==> config.mk <==
export PLATFORM = sky130hd
export DESIGN_NAME = multicycle_controller
export DESIGN_NICKNAME = d
export VERILOG_FILES = /design/src/rtl/multicycle_controller_pkg.sv /design/src/rtl/multicycle_controller_cond_check.sv /design/src/rtl/multicycle_controller.sv
export SDC_FILE = /design/constraint.sdc
export NUM_CORES = 1
export LEC_CHECK = 0
export ABC_CLOCK_PERIOD_IN_PS = 5750
export CORE_ASPECT_RATIO = 1.5
export CORE_MARGIN = 2
export CORE_UTILIZATION = 35
export DETAILED_ROUTE_END_ITERATION = 10
export GPL_TIMING_DRIVEN = 0
export PLACE_DENSITY = 0.78
export SYNTH_ARGS = -nofsm -noshare
export SYNTH_HDL_FRONTEND = slang
export SYNTH_SLANG_ARGS = --single-unit
==> constraint.sdc <==
create_clock -name clk -period 5.75 [get_ports clk]
set_clock_uncertainty 0.2 [all_clocks]
set_input_delay 0.575 -clock clk [delete_from_list [all_inputs] [get_ports clk]]
set_output_delay 0.575 -clock clk [all_outputs]
set_load 0.02 [all_outputs]
==> src/rtl/multicycle_controller_pkg.sv <==
// Shared encodings for the multicycle ARM-subset controller: FSM states,
// datapath mux codes, ALU commands and condition-code constants.
package multicycle_controller_pkg;

    typedef enum logic [3:0] {
        S_FETCH    = 4'd0,
        S_DECODE   = 4'd1,
        S_MEMADR   = 4'd2,
        S_MEMREAD  = 4'd3,
        S_MEMWB    = 4'd4,
        S_MEMWRITE = 4'd5,
        S_EXECUTER = 4'd6,
        S_EXECUTEI = 4'd7,
        S_ALUWB    = 4'd8,
        S_BRANCH   = 4'd9
    } state_t;

    localparam logic [1:0] ALU_ADD = 2'b00;
    localparam logic [1:0] ALU_SUB = 2'b01;
    localparam logic [1:0] ALU_AND = 2'b10;
    localparam logic [1:0] ALU_ORR = 2'b11;

    localparam logic [1:0] RES_ALUOUT    = 2'b00;
    localparam logic [1:0] RES_DATA      = 2'b01;
    localparam logic [1:0] RES_ALURESULT = 2'b10;

    localparam logic [1:0] SRCB_REG  = 2'b00;
    localparam logic [1:0] SRCB_IMM  = 2'b01;
    localparam logic [1:0] SRCB_FOUR = 2'b10;

    localparam logic [1:0] OP_DP  = 2'b00;
    localparam logic [1:0] OP_MEM = 2'b01;
    localparam logic [1:0] OP_BR  = 2'b10;

    // Data-processing command field, Funct[4:1]
    localparam logic [3:0] CMD_AND = 4'b0000;
    localparam logic [3:0] CMD_SUB = 4'b0010;
    localparam logic [3:0] CMD_ADD = 4'b0100;
    localparam logic [3:0] CMD_CMP = 4'b1010;
    localparam logic [3:0] CMD_ORR = 4'b1100;

    localparam logic [3:0] COND_EQ = 4'b0000;
    localparam logic [3:0] COND_NE = 4'b0001;
    localparam logic [3:0] COND_CS = 4'b0010;
    localparam logic [3:0] COND_CC = 4'b0011;
    localparam logic [3:0] COND_MI = 4'b0100;
    localparam logic [3:0] COND_PL = 4'b0101;
    localparam logic [3:0] COND_VS = 4'b0110;
    localparam logic [3:0] COND_VC = 4'b0111;
    localparam logic [3:0] COND_HI = 4'b1000;
    localparam logic [3:0] COND_LS = 4'b1001;
    localparam logic [3:0] COND_GE = 4'b1010;
    localparam logic [3:0] COND_LT = 4'b1011;
    localparam logic [3:0] COND_GT = 4'b1100;
    localparam logic [3:0] COND_LE = 4'b1101;
    localparam logic [3:0] COND_AL = 4'b1110;

endpackage

==> src/rtl/multicycle_controller_cond_check.sv <==
// Condition evaluation: instruction Cond field against the stored NZCV flags.
module multicycle_controller_cond_check
    import multicycle_controller_pkg::*;
(
    input  logic [3:0] cond,
    input  logic [3:0] flags,
    output logic       cond_ex
);

    logic neg, zero, carry, ovf, ge;

    assign {neg, zero, carry, ovf} = flags;
    assign ge = (neg == ovf);

    always_comb begin
        cond_ex = 1'b0;
        case (cond)
            COND_EQ: cond_ex = zero;
            COND_NE: cond_ex = ~zero;
            COND_CS: cond_ex = carry;
            COND_CC: cond_ex = ~carry;
            COND_MI: cond_ex = neg;
            COND_PL: cond_ex = ~neg;
            COND_VS: cond_ex = ovf;
            COND_VC: cond_ex = ~ovf;
            COND_HI: cond_ex = carry & ~zero;
            COND_LS: cond_ex = ~carry | zero;
            COND_GE: cond_ex = ge;
            COND_LT: cond_ex = ~ge;
            COND_GT: cond_ex = ~zero & ge;
            COND_LE: cond_ex = zero | ~ge;
            COND_AL: cond_ex = 1'b1;
            default: cond_ex = 1'b0;
        endcase
    end

endmodule

==> src/rtl/multicycle_controller.sv <==
// Moore sequencing FSM, ALU decode and conditional write gating for the
// multicycle core. Define CU_CMP_EN to decode Funct[4:1]=1010 as CMP.
module multicycle_controller
    import multicycle_controller_pkg::*;
#(
    parameter int STATE_W = 4
) (
    input  logic       clk,
    input  logic       reset,
    input  logic [3:0] Cond,
    input  logic [1:0] Op,
    input  logic [5:0] Funct,
    input  logic [3:0] Rd,
    input  logic [3:0] ALUFlags,
    output logic       PCWrite,
    output logic       AdrSrc,
    output logic       MemWrite,
    output logic       IRWrite,
    output logic       RegWrite,
    output logic [1:0] ResultSrc,
    output logic       ALUSrcA,
    output logic [1:0] ALUSrcB,
    output logic [1:0] ImmSrc,
    output logic [1:0] RegSrc,
    output logic [1:0] ALUControl,
    output logic [3:0] Flags
);

    if (STATE_W != $bits(state_t)) begin : g_bad_state_w
        $error("STATE_W must match the width of state_t");
    end

    state_t     state, state_next;
    logic       next_pc, branch, reg_w, mem_w, ir_write, alu_op;
    logic [1:0] cmd_ctl, cmd_flag_w, flag_w;
    logic       cmd_no_write, no_write;
    logic       cond_ex, cond_ex_hold, cond_ex_eff, pcs;

    // NOTE: sequential state uses <= so every flop samples pre-edge values.
    always_ff @(posedge clk) begin
        if (reset) begin
            state        <= S_FETCH;
            Flags        <= 4'b0000;
            cond_ex_hold <= 1'b0;
        end else begin
            state <= state_next;
            if (alu_op) begin
                cond_ex_hold <= cond_ex;
                if (cond_ex) begin
                    if (flag_w[1]) Flags[3:2] <= ALUFlags[3:2];
                    if (flag_w[0]) Flags[1:0] <= ALUFlags[1:0];
                end
            end
        end
    end

    // NOTE: every signal written here gets a default first, so no path infers a latch.
    always_comb begin
        state_next = state;
        next_pc    = 1'b0;
        branch     = 1'b0;
        reg_w      = 1'b0;
        mem_w      = 1'b0;
        ir_write   = 1'b0;
        alu_op     = 1'b0;
        AdrSrc     = 1'b0;
        ResultSrc  = RES_ALUOUT;
        ALUSrcA    = 1'b0;
        ALUSrcB    = SRCB_REG;
        case (state)
            S_FETCH: begin
                ir_write   = 1'b1;
                next_pc    = 1'b1;
                ALUSrcA    = 1'b1;
                ALUSrcB    = SRCB_FOUR;
                ResultSrc  = RES_ALURESULT;
                state_next = S_DECODE;
            end
            S_DECODE: begin
                ALUSrcA   = 1'b1;
                ALUSrcB   = SRCB_FOUR;
                ResultSrc = RES_ALURESULT;
                case (Op)
                    OP_MEM:  state_next = S_MEMADR;
                    OP_DP:   state_next = Funct[5] ? S_EXECUTEI : S_EXECUTER;
                    OP_BR:   state_next = S_BRANCH;
                    default: state_next = S_FETCH;
                endcase
            end
            S_MEMADR: begin
                ALUSrcB    = SRCB_IMM;
                state_next = Funct[0] ? S_MEMREAD : S_MEMWRITE;
            end
            S_MEMREAD: begin
                AdrSrc     = 1'b1;
                state_next = S_MEMWB;
            end
            S_MEMWB: begin
                ResultSrc  = RES_DATA;
                reg_w      = 1'b1;
                state_next = S_FETCH;
            end
            S_MEMWRITE: begin
                AdrSrc     = 1'b1;
                mem_w      = 1'b1;
                state_next = S_FETCH;
            end
            S_EXECUTER: begin
                alu_op     = 1'b1;
                state_next = S_ALUWB;
            end
            S_EXECUTEI: begin
                ALUSrcB    = SRCB_IMM;
                alu_op     = 1'b1;
                state_next = S_ALUWB;
            end
            S_ALUWB: begin
                reg_w      = 1'b1;
                state_next = S_FETCH;
            end
            S_BRANCH: begin
                ALUSrcB    = SRCB_IMM;
                ResultSrc  = RES_ALURESULT;
                branch     = 1'b1;
                state_next = S_FETCH;
            end
            default: state_next = S_FETCH;
        endcase
    end

    always_comb begin
        cmd_ctl      = ALU_ADD;
        cmd_flag_w   = 2'b00;
        cmd_no_write = 1'b0;
        case (Funct[4:1])
            CMD_ADD: cmd_flag_w = Funct[0] ? 2'b11 : 2'b00;
            CMD_SUB: begin
                cmd_ctl    = ALU_SUB;
                cmd_flag_w = Funct[0] ? 2'b11 : 2'b00;
            end
            CMD_AND: begin
                cmd_ctl    = ALU_AND;
                cmd_flag_w = Funct[0] ? 2'b10 : 2'b00;
            end
            CMD_ORR: begin
                cmd_ctl    = ALU_ORR;
                cmd_flag_w = Funct[0] ? 2'b10 : 2'b00;
            end
`ifdef CU_CMP_EN
            CMD_CMP: begin
                cmd_ctl      = ALU_SUB;
                cmd_flag_w   = 2'b11;
                cmd_no_write = 1'b1;
            end
`endif
            default: cmd_no_write = 1'b1;
        endcase
    end

    assign ALUControl = alu_op ? cmd_ctl : ALU_ADD;
    assign flag_w     = alu_op ? cmd_flag_w : 2'b00;
    // Funct only means a DP command for Op=00; loads/stores reuse those bits.
    assign no_write   = (Op == OP_DP) & cmd_no_write;

    assign ImmSrc = Op;
    assign RegSrc = {(Op == OP_MEM) & ~Funct[0], Op == OP_BR};

    multicycle_controller_cond_check u_cond_check (
        .cond    (Cond),
        .flags   (Flags),
        .cond_ex (cond_ex)
    );

    // ALUWB sees flags already updated by its own execute cycle, so it uses
    // the verdict captured before that update.
    assign cond_ex_eff = (state == S_ALUWB) ? cond_ex_hold : cond_ex;
    assign pcs         = branch | (reg_w & (Rd == 4'd15));

    assign PCWrite  = ~reset & (next_pc | (pcs & cond_ex_eff));
    assign RegWrite = ~reset & reg_w & cond_ex_eff & ~no_write;
    assign MemWrite = ~reset & mem_w & cond_ex_eff;
    assign IRWrite  = ~reset & ir_write;

endmodule

======== Word level (Yosys, flattened, before mapping) ========
Cells that the tools add are included.
word-level totals
  register bits ........................... 9
  bits in latches ......................... 0
  bits in writable memories ............... 0
  bits in read-only memories .............. 0
  input bits .............................. 22
  output and inout port bits .............. 20
  word-level logic and storage cells ...... 96
  memories kept ........................... 0
operators by class
  add/subtract/negate cells ............... 0
  $mul .................................... 0
  divide/modulo/power cells ............... 0
  $lt $le $gt $ge ......................... 0
  equality and inequality tests ........... 30
  shift-type cells ........................ 0
  muxes and demuxes ....................... 22
  bitwise logic cells ..................... 25
  reduce and logical (&&, ||, !) cells .... 15
operators by type and width
  cell                                                              number
  4-bit == test (second input constant)                             11
  4-bit by 3-bit == test with 1-bit output (second input constant)  9
  4-bit by 2-bit == test with 1-bit output (second input constant)  5
  4-bit one-hot mux with 5 select lines                             1
  1-bit one-hot mux with 15 select lines                            1
  1-bit AND                                                         13
  4-bit zero test                                                   3
  2-bit one-hot mux with 2 select lines                             3
  4-bit one-hot mux with 3 select lines                             1
  2-bit OR reduction                                                6
  1-bit two-way mux                                                 10
  4-bit by 1-bit == test with 1-bit output (second input constant)  2
  2-bit two-way mux                                                 4
  1-bit NOT                                                         8
  2-bit one-hot mux with 3 select lines                             1
  3-bit AND reduction                                               2
  3-bit OR reduction                                                2
  1-bit OR                                                          4
  4-bit OR reduction                                                1
  3-bit two-way mux                                                 1
  2-bit by 1-bit == test with 1-bit output (second input constant)  1
  2-bit == test (second input constant)                             1
  2-bit zero test                                                   1
  1-bit == test                                                     1

======== Depth between registers and ports, before layout ========
  depth after elaboration ................. 8
  gate-level depth with buffers ........... 7
  gate-level depth less buffers ........... 6

======== Hierarchy ========
A second synthesis with hierarchy kept.
second synthesis, totals
  cell total of the unflattened synthesis .. 117
  area, all modules ....................... 885.8 µm²
modules (own cells, without submodules)
  module                            times used  cells an instance  area each (µm²)  sequential area each (µm²)
  multicycle_controller             1           89                 691.9            180.2
  multicycle_controller_cond_check  1           28                 193.9            0.0

======== Worst setup path after synthesis ========
No wires, ideal clock.
  path type ............................... input port to output port
  start point ............................. in Cond[2]
  end point ............................... out MemWrite
  arrival time ............................ 2.153 ns
  required time ........................... 4.975 ns
  path slack .............................. 2.822 ns
  stages .................................. 6
  path buffers ............................ 1
  cells stage by stage .................... buf_2 nor4bb_1 o31ai_1 a31oi_1 a311oi_4 nor4_1
between the ends
  cells in the longest elaborated chain, start to end .. 4
  elaborated cells between the ends (all ways) .. 18
  those cells by class .................... eq/ne: 14; mux: 2; bitwise: 1; reduce/logical: 1
RTL lines
  what                                      line                                    text
  start: declaration                        multicycle_controller.sv:10             input logic [3:0] Cond,
  4-bit == test (tied with other cells)     multicycle_controller_cond_check.sv:17  case (cond)
  1-bit one-hot mux with 15 select lines *  multicycle_controller_cond_check.sv:17
  1-bit two-way mux *                       multicycle_controller.sv:176            assign cond_ex_eff = (state == S_ALUWB) ? cond_ex_hold : cond_ex;
  1-bit AND *                               multicycle_controller.sv:181            assign MemWrite = ~reset & mem_w & cond_ex_eff;
  end: declaration                          multicycle_controller.sv:17             output logic MemWrite,
Mark *: on every way between the ends. The rest lies on a longest branch, timed or not.

======== Worst setup path after layout ========
  start point ............................. in Cond[0]
  end point ............................... out RegWrite
between the ends
  cells in the longest elaborated chain, start to end .. 5
  elaborated cells between the ends (all ways) .. 19
  those cells by class .................... eq/ne: 14; mux: 2; bitwise: 2; reduce/logical: 1
RTL lines
  what                                      line                                    text
  4-bit == test (tied with other cells)     multicycle_controller_cond_check.sv:17
  1-bit one-hot mux with 15 select lines *  multicycle_controller_cond_check.sv:17
  1-bit two-way mux *                       multicycle_controller.sv:176
  1-bit AND * (2 in a row)                  multicycle_controller.sv:180            assign RegWrite = ~reset & reg_w & cond_ex_eff & ~no_write;
  end: declaration                          multicycle_controller.sv:19             output logic RegWrite,
Marked as above.

==> summary.md <==
| Metric | Value |
|---|---|
| Status | `finished, final reports clean` |
| Type of the worst setup path | `input pin to primary output` |
| Share of the synthesized area in the top cell type | `0.188` |
| Number of clock buffers inserted by TritonCTS | `3` |
| Quantity of hold-fixing buffers added after cts | `0` |
| Worst R2R Path Depth | `6` |
| Placed Cells incl. Taps | `201` |
| Smallest setup slack after layout | `1820 ps` |
| Die boundary height | `68.1 µm` |
| H-tree levels | `1` |
| Iteration-0 DRC count of the detailed router | `18` |
| Mean post-synth cell area | `7.68 µm²` |
| Register-to-register setup slack | `3510 ps` |
| Worst hold path depth | `2` |
| Post-synthesis to final-layout area growth | `50.3%` |
| Detailed-router iteration count before antenna repair | `5` |
| Arrival time worst endpoint | `3160 ps` |
| Worst Setup Slack post-DPL | `1800 ps` |
| Clock transition at the register clock pins on the worst setup and hold paths after CTS | `40 ps` |
| Startpoint Class | `input pin` |
| Post-synthesis async set-or-reset flop share | `0` |
| Post-synth EDFFs | `0` |
| Fmax | `0.254 GHz` |
| Antenna violations before repair | `0` |
| Resize count post-CTS | `0` |
| Synthesis-stage register bit count | `9` |
| Util after Layout | `0.545` |
| Internal power | `0.154 mW` |
| Worst slew pin tran | `500 ps` |
| Power per cell area | `156 nW/µm²` |
| Critical R2R Capture | `Flags[2]$_SDFFE_PP0P_` |
| Fin nets | `191` |
| Source of the worst hold timing path | `cond_ex_hold$_SDFFE_PP0P_` |
| Library cell used as clock root buffer | `sky130_fd_sc_hd__clkbuf_8` |
| Count of distinct cell types in the synthesized netlist | `39` |
| Syn Nets | `147` |
| Core Rows | `23` |
| Share of total power in the clock network | `0.327` |
| Worst-path maximum fanout | `10` |
| Aggregate global-route resource usage | `0.190` |
| Total power | `approximately 0.23 mW` |
| Via count of the first global-routing pass | `around 1100` |
| Hold Crit Class | `flop to flop` |
| Number of pins exceeding their max-slew limit in the final report | `0` |
| Clock sink total | `9` |
| Share of final-layout standard cells stronger than drive strength 1 | `0.0774` |
| Via-to-Cell Ratio | `around 5.4` |
| # setup viols final | `0` |
| Largest net degree at the start of global routing | `11` |
| # Post-CTS Setup Buffers | `0` |
| Routability congestion estimate from global placement | `0.904` |
| Number of top-level design ports | `between 40 and 50` |
| Number of hold violations in the final report | `0` |
| Period Utilization, post-route | `0.684` |
| Count of inserted antenna diode cells | `0` |
| Antenna-violating nets left | `0` |
| Global-route wire length before repair | `roughly 4.5 mm` |
| Portion of the post-synthesis area used by sequential elements | `0.188` |
| Minimum clock period | `3930 ps` |
| Endpoint required time on the critical path | `4970 ps` |
| Number of buffer cells added on primary ports | `39` |
| CTS tree | `yes` |
| Synth area leader | `sky130_fd_sc_hd__dfxtp_1` |
| Worst-case hold path end point | `cond_ex_hold$_SDFFE_PP0P_` |
| Non-Filler Instances | `205` |
| Total Routed Length | `2.73 mm` |
| Post-synth top flop | `sky130_fd_sc_hd__dfxtp_1` |
| Leakage power | `between 0.4 and 0.5 nW` |
| Via count | `about 1100` |
| Number of max-cap violations | `0` |
| Total half-perimeter wirelength after legalization and detailed placement | `~2.3 mm` |
| Core footprint | `2650 µm²` |
| Switching share of power | `0.316` |
| Initial core utilization | `0.362` |
| Clk Latency, worst-skew pair | `240 ps` |
| Sequential Power Share | `0.295` |
| Setup repair after global routing missed its margin | `no` |
| Floorplan die area | `around 3200 µm²` |
| Reported net switching power | `0.0712 mW` |
| Worst slew margin | `0.667` |
| Clock tree buffer depth | `2` |
| Mapped cell area | `960 µm²` |
| Number of remaining DRC errors | `0` |
| Sum of negative setup slack | `0 ps` |
| Area contributors post-synth | `sky130_fd_sc_hd__dfxtp_1, sky130_fd_sc_hd__nand2b_1, sky130_fd_sc_hd__mux2i_1, sky130_fd_sc_hd__nor2b_1, sky130_fd_sc_hd__nor3b_1` |
| Die Span X | `46.8 µm` |
| Total overflow reported by the global router | `0` |
| Top post-synthesis cells by count | `sky130_fd_sc_hd__nand2b_1, sky130_fd_sc_hd__nor2_1, sky130_fd_sc_hd__dfxtp_1` |
| Crit. End Element | `primary output` |
| Post-synthesis instance total | `125` |
| Gate power share | `0.377` |
| Number of warnings printed during yosys synthesis | `0` |
| Maximum resistive drop on vdd | `0.129 mV` |
| Reg-to-reg startpoint | `Flags[3]$_SDFFE_PP0P_` |
| Average detailed-routed wire length per instance | `between 10 and 15 µm` |
[through the flow]
step	hold slack, ps	area (µm²)
floorplan	278	960
global placement	298	1400
detailed placement	299	1400
CTS	306	1440
global route	330	1440
finish	306	1440
[kinds of logic after synthesis]
group | after synthesis | share of synthesized area
buffers and inverters | 12 | 0.0613
DFF | 9 | 0.188
xor gates and xnor gates | 4 | 0.0365
and+or+nand+nor | 67 | 0.438
AOI/OAI and AO/OA | 28 | 0.224
muxes | 5 | 0.0522
[metal layers]
layer / track usage / wire [µm] / up-vias
li1: - / - / 538
met1: 0.200 / 1090 / 508
met2: 0.354 / 1420 / 46
met3: 0.0317 / 165 / 7
met4: 0.0833 / 53 / 0
met5: 0 / 0 / -
[flip-flops by register name, indices dropped and copies added, names as in the netlist]
register / flops
Flags: 4
cond_ex_hold: 1
state: 4
[power groups by stage]
stage | Combinational [mW] | Sequential (mW) | Clock (mW)
6_report | 0.0851 | 0.0666 | 0.0738
4_1_cts | 0.0855 | 0.0665 | 0.0763
3_5_place_dp | 0.0853 | 0.0677 | 0
5_1_grt | 0.0917 | 0.0668 | 0.0817
3_3_place_gp | 0.0831 | 0.0677 | 0
2_1_floorplan | 0.0477 | 0.0669 | 0
[cell usage in the layout (no fill, tap or decap), types with 2 or more instances in the layout]
cell | synthesis | routed
sky130_fd_sc_hd__or2b_1 | 2 | 2
sky130_fd_sc_hd__xnor2_1 | 3 | 3
sky130_fd_sc_hd__nor2b_1 | 8 | 8
sky130_fd_sc_hd__mux2i_1 | 5 | 5
sky130_fd_sc_hd__nand3b_1 | 2 | 2
sky130_fd_sc_hd__nor4bb_1 | 2 | 2
sky130_fd_sc_hd__nor3b_1 | 6 | 6
sky130_fd_sc_hd__nor2_1 | 11 | 11
sky130_fd_sc_hd__dfxtp_1 | 9 | 9
sky130_fd_sc_hd__nor3_1 | 7 | 7
sky130_fd_sc_hd__o21ai_0 | 8 | 8
sky130_fd_sc_hd__buf_4 | 3 | 3
sky130_fd_sc_hd__nor4b_1 | 2 | 2
sky130_fd_sc_hd__buf_2 | 2 | 2
sky130_fd_sc_hd__nor4_4 | 2 | 2
sky130_fd_sc_hd__a211oi_1 | 2 | 2
sky130_fd_sc_hd__or3_1 | 2 | 2
sky130_fd_sc_hd__a21oi_1 | 6 | 6
sky130_fd_sc_hd__nand2_1 | 7 | 7
sky130_fd_sc_hd__clkbuf_1 | 6 | 6
sky130_fd_sc_hd__clkbuf_8 | 0 | 3
sky130_fd_sc_hd__clkdlybuf4s50_1 | 0 | 39
sky130_fd_sc_hd__nand2b_1 | 11 | 11
sky130_fd_sc_hd__nor4_1 | 2 | 2
[worst max-delay path: stages]
cell	delay, ps
sky130_fd_sc_hd__clkdlybuf4s50_1	550
sky130_fd_sc_hd__buf_4	190
sky130_fd_sc_hd__nor4bb_1	450
sky130_fd_sc_hd__nor4_4	90
sky130_fd_sc_hd__a311oi_4	450
sky130_fd_sc_hd__o21ai_0	130
sky130_fd_sc_hd__and3_1	190
sky130_fd_sc_hd__clkdlybuf4s50_1	540
[layout make-up]
type | count | area (µm²)
Buffer | 11 | 55.1
Clock buffer | 3 | 41.3
Clock inverter | 1 | 5.00
Fill cell | 267 | 1200
Inverter | 1 | 3.75
Multi-Input combinational cell | 104 | 721
Sequential cell | 9 | 180
Tap cell | 37 | 46.3
Timing Repair Buffer | 39 | 390
[how the worst max path moves through the flow]
| stage | startpoint | to | slack (ps) |
|---|---|---|---|
| floorplan | Cond[2] | MemWrite | 2820 |
| global placement | Cond[0] | RegWrite | 1850 |
| detailed placement | Cond[0] | RegWrite | 1800 |
| CTS | Cond[0] | RegWrite | 1790 |
| global route | Cond[0] | RegWrite | 1650 |
| finish | Cond[0] | RegWrite | 1820 |
Power figures use the tool's default switching activity.
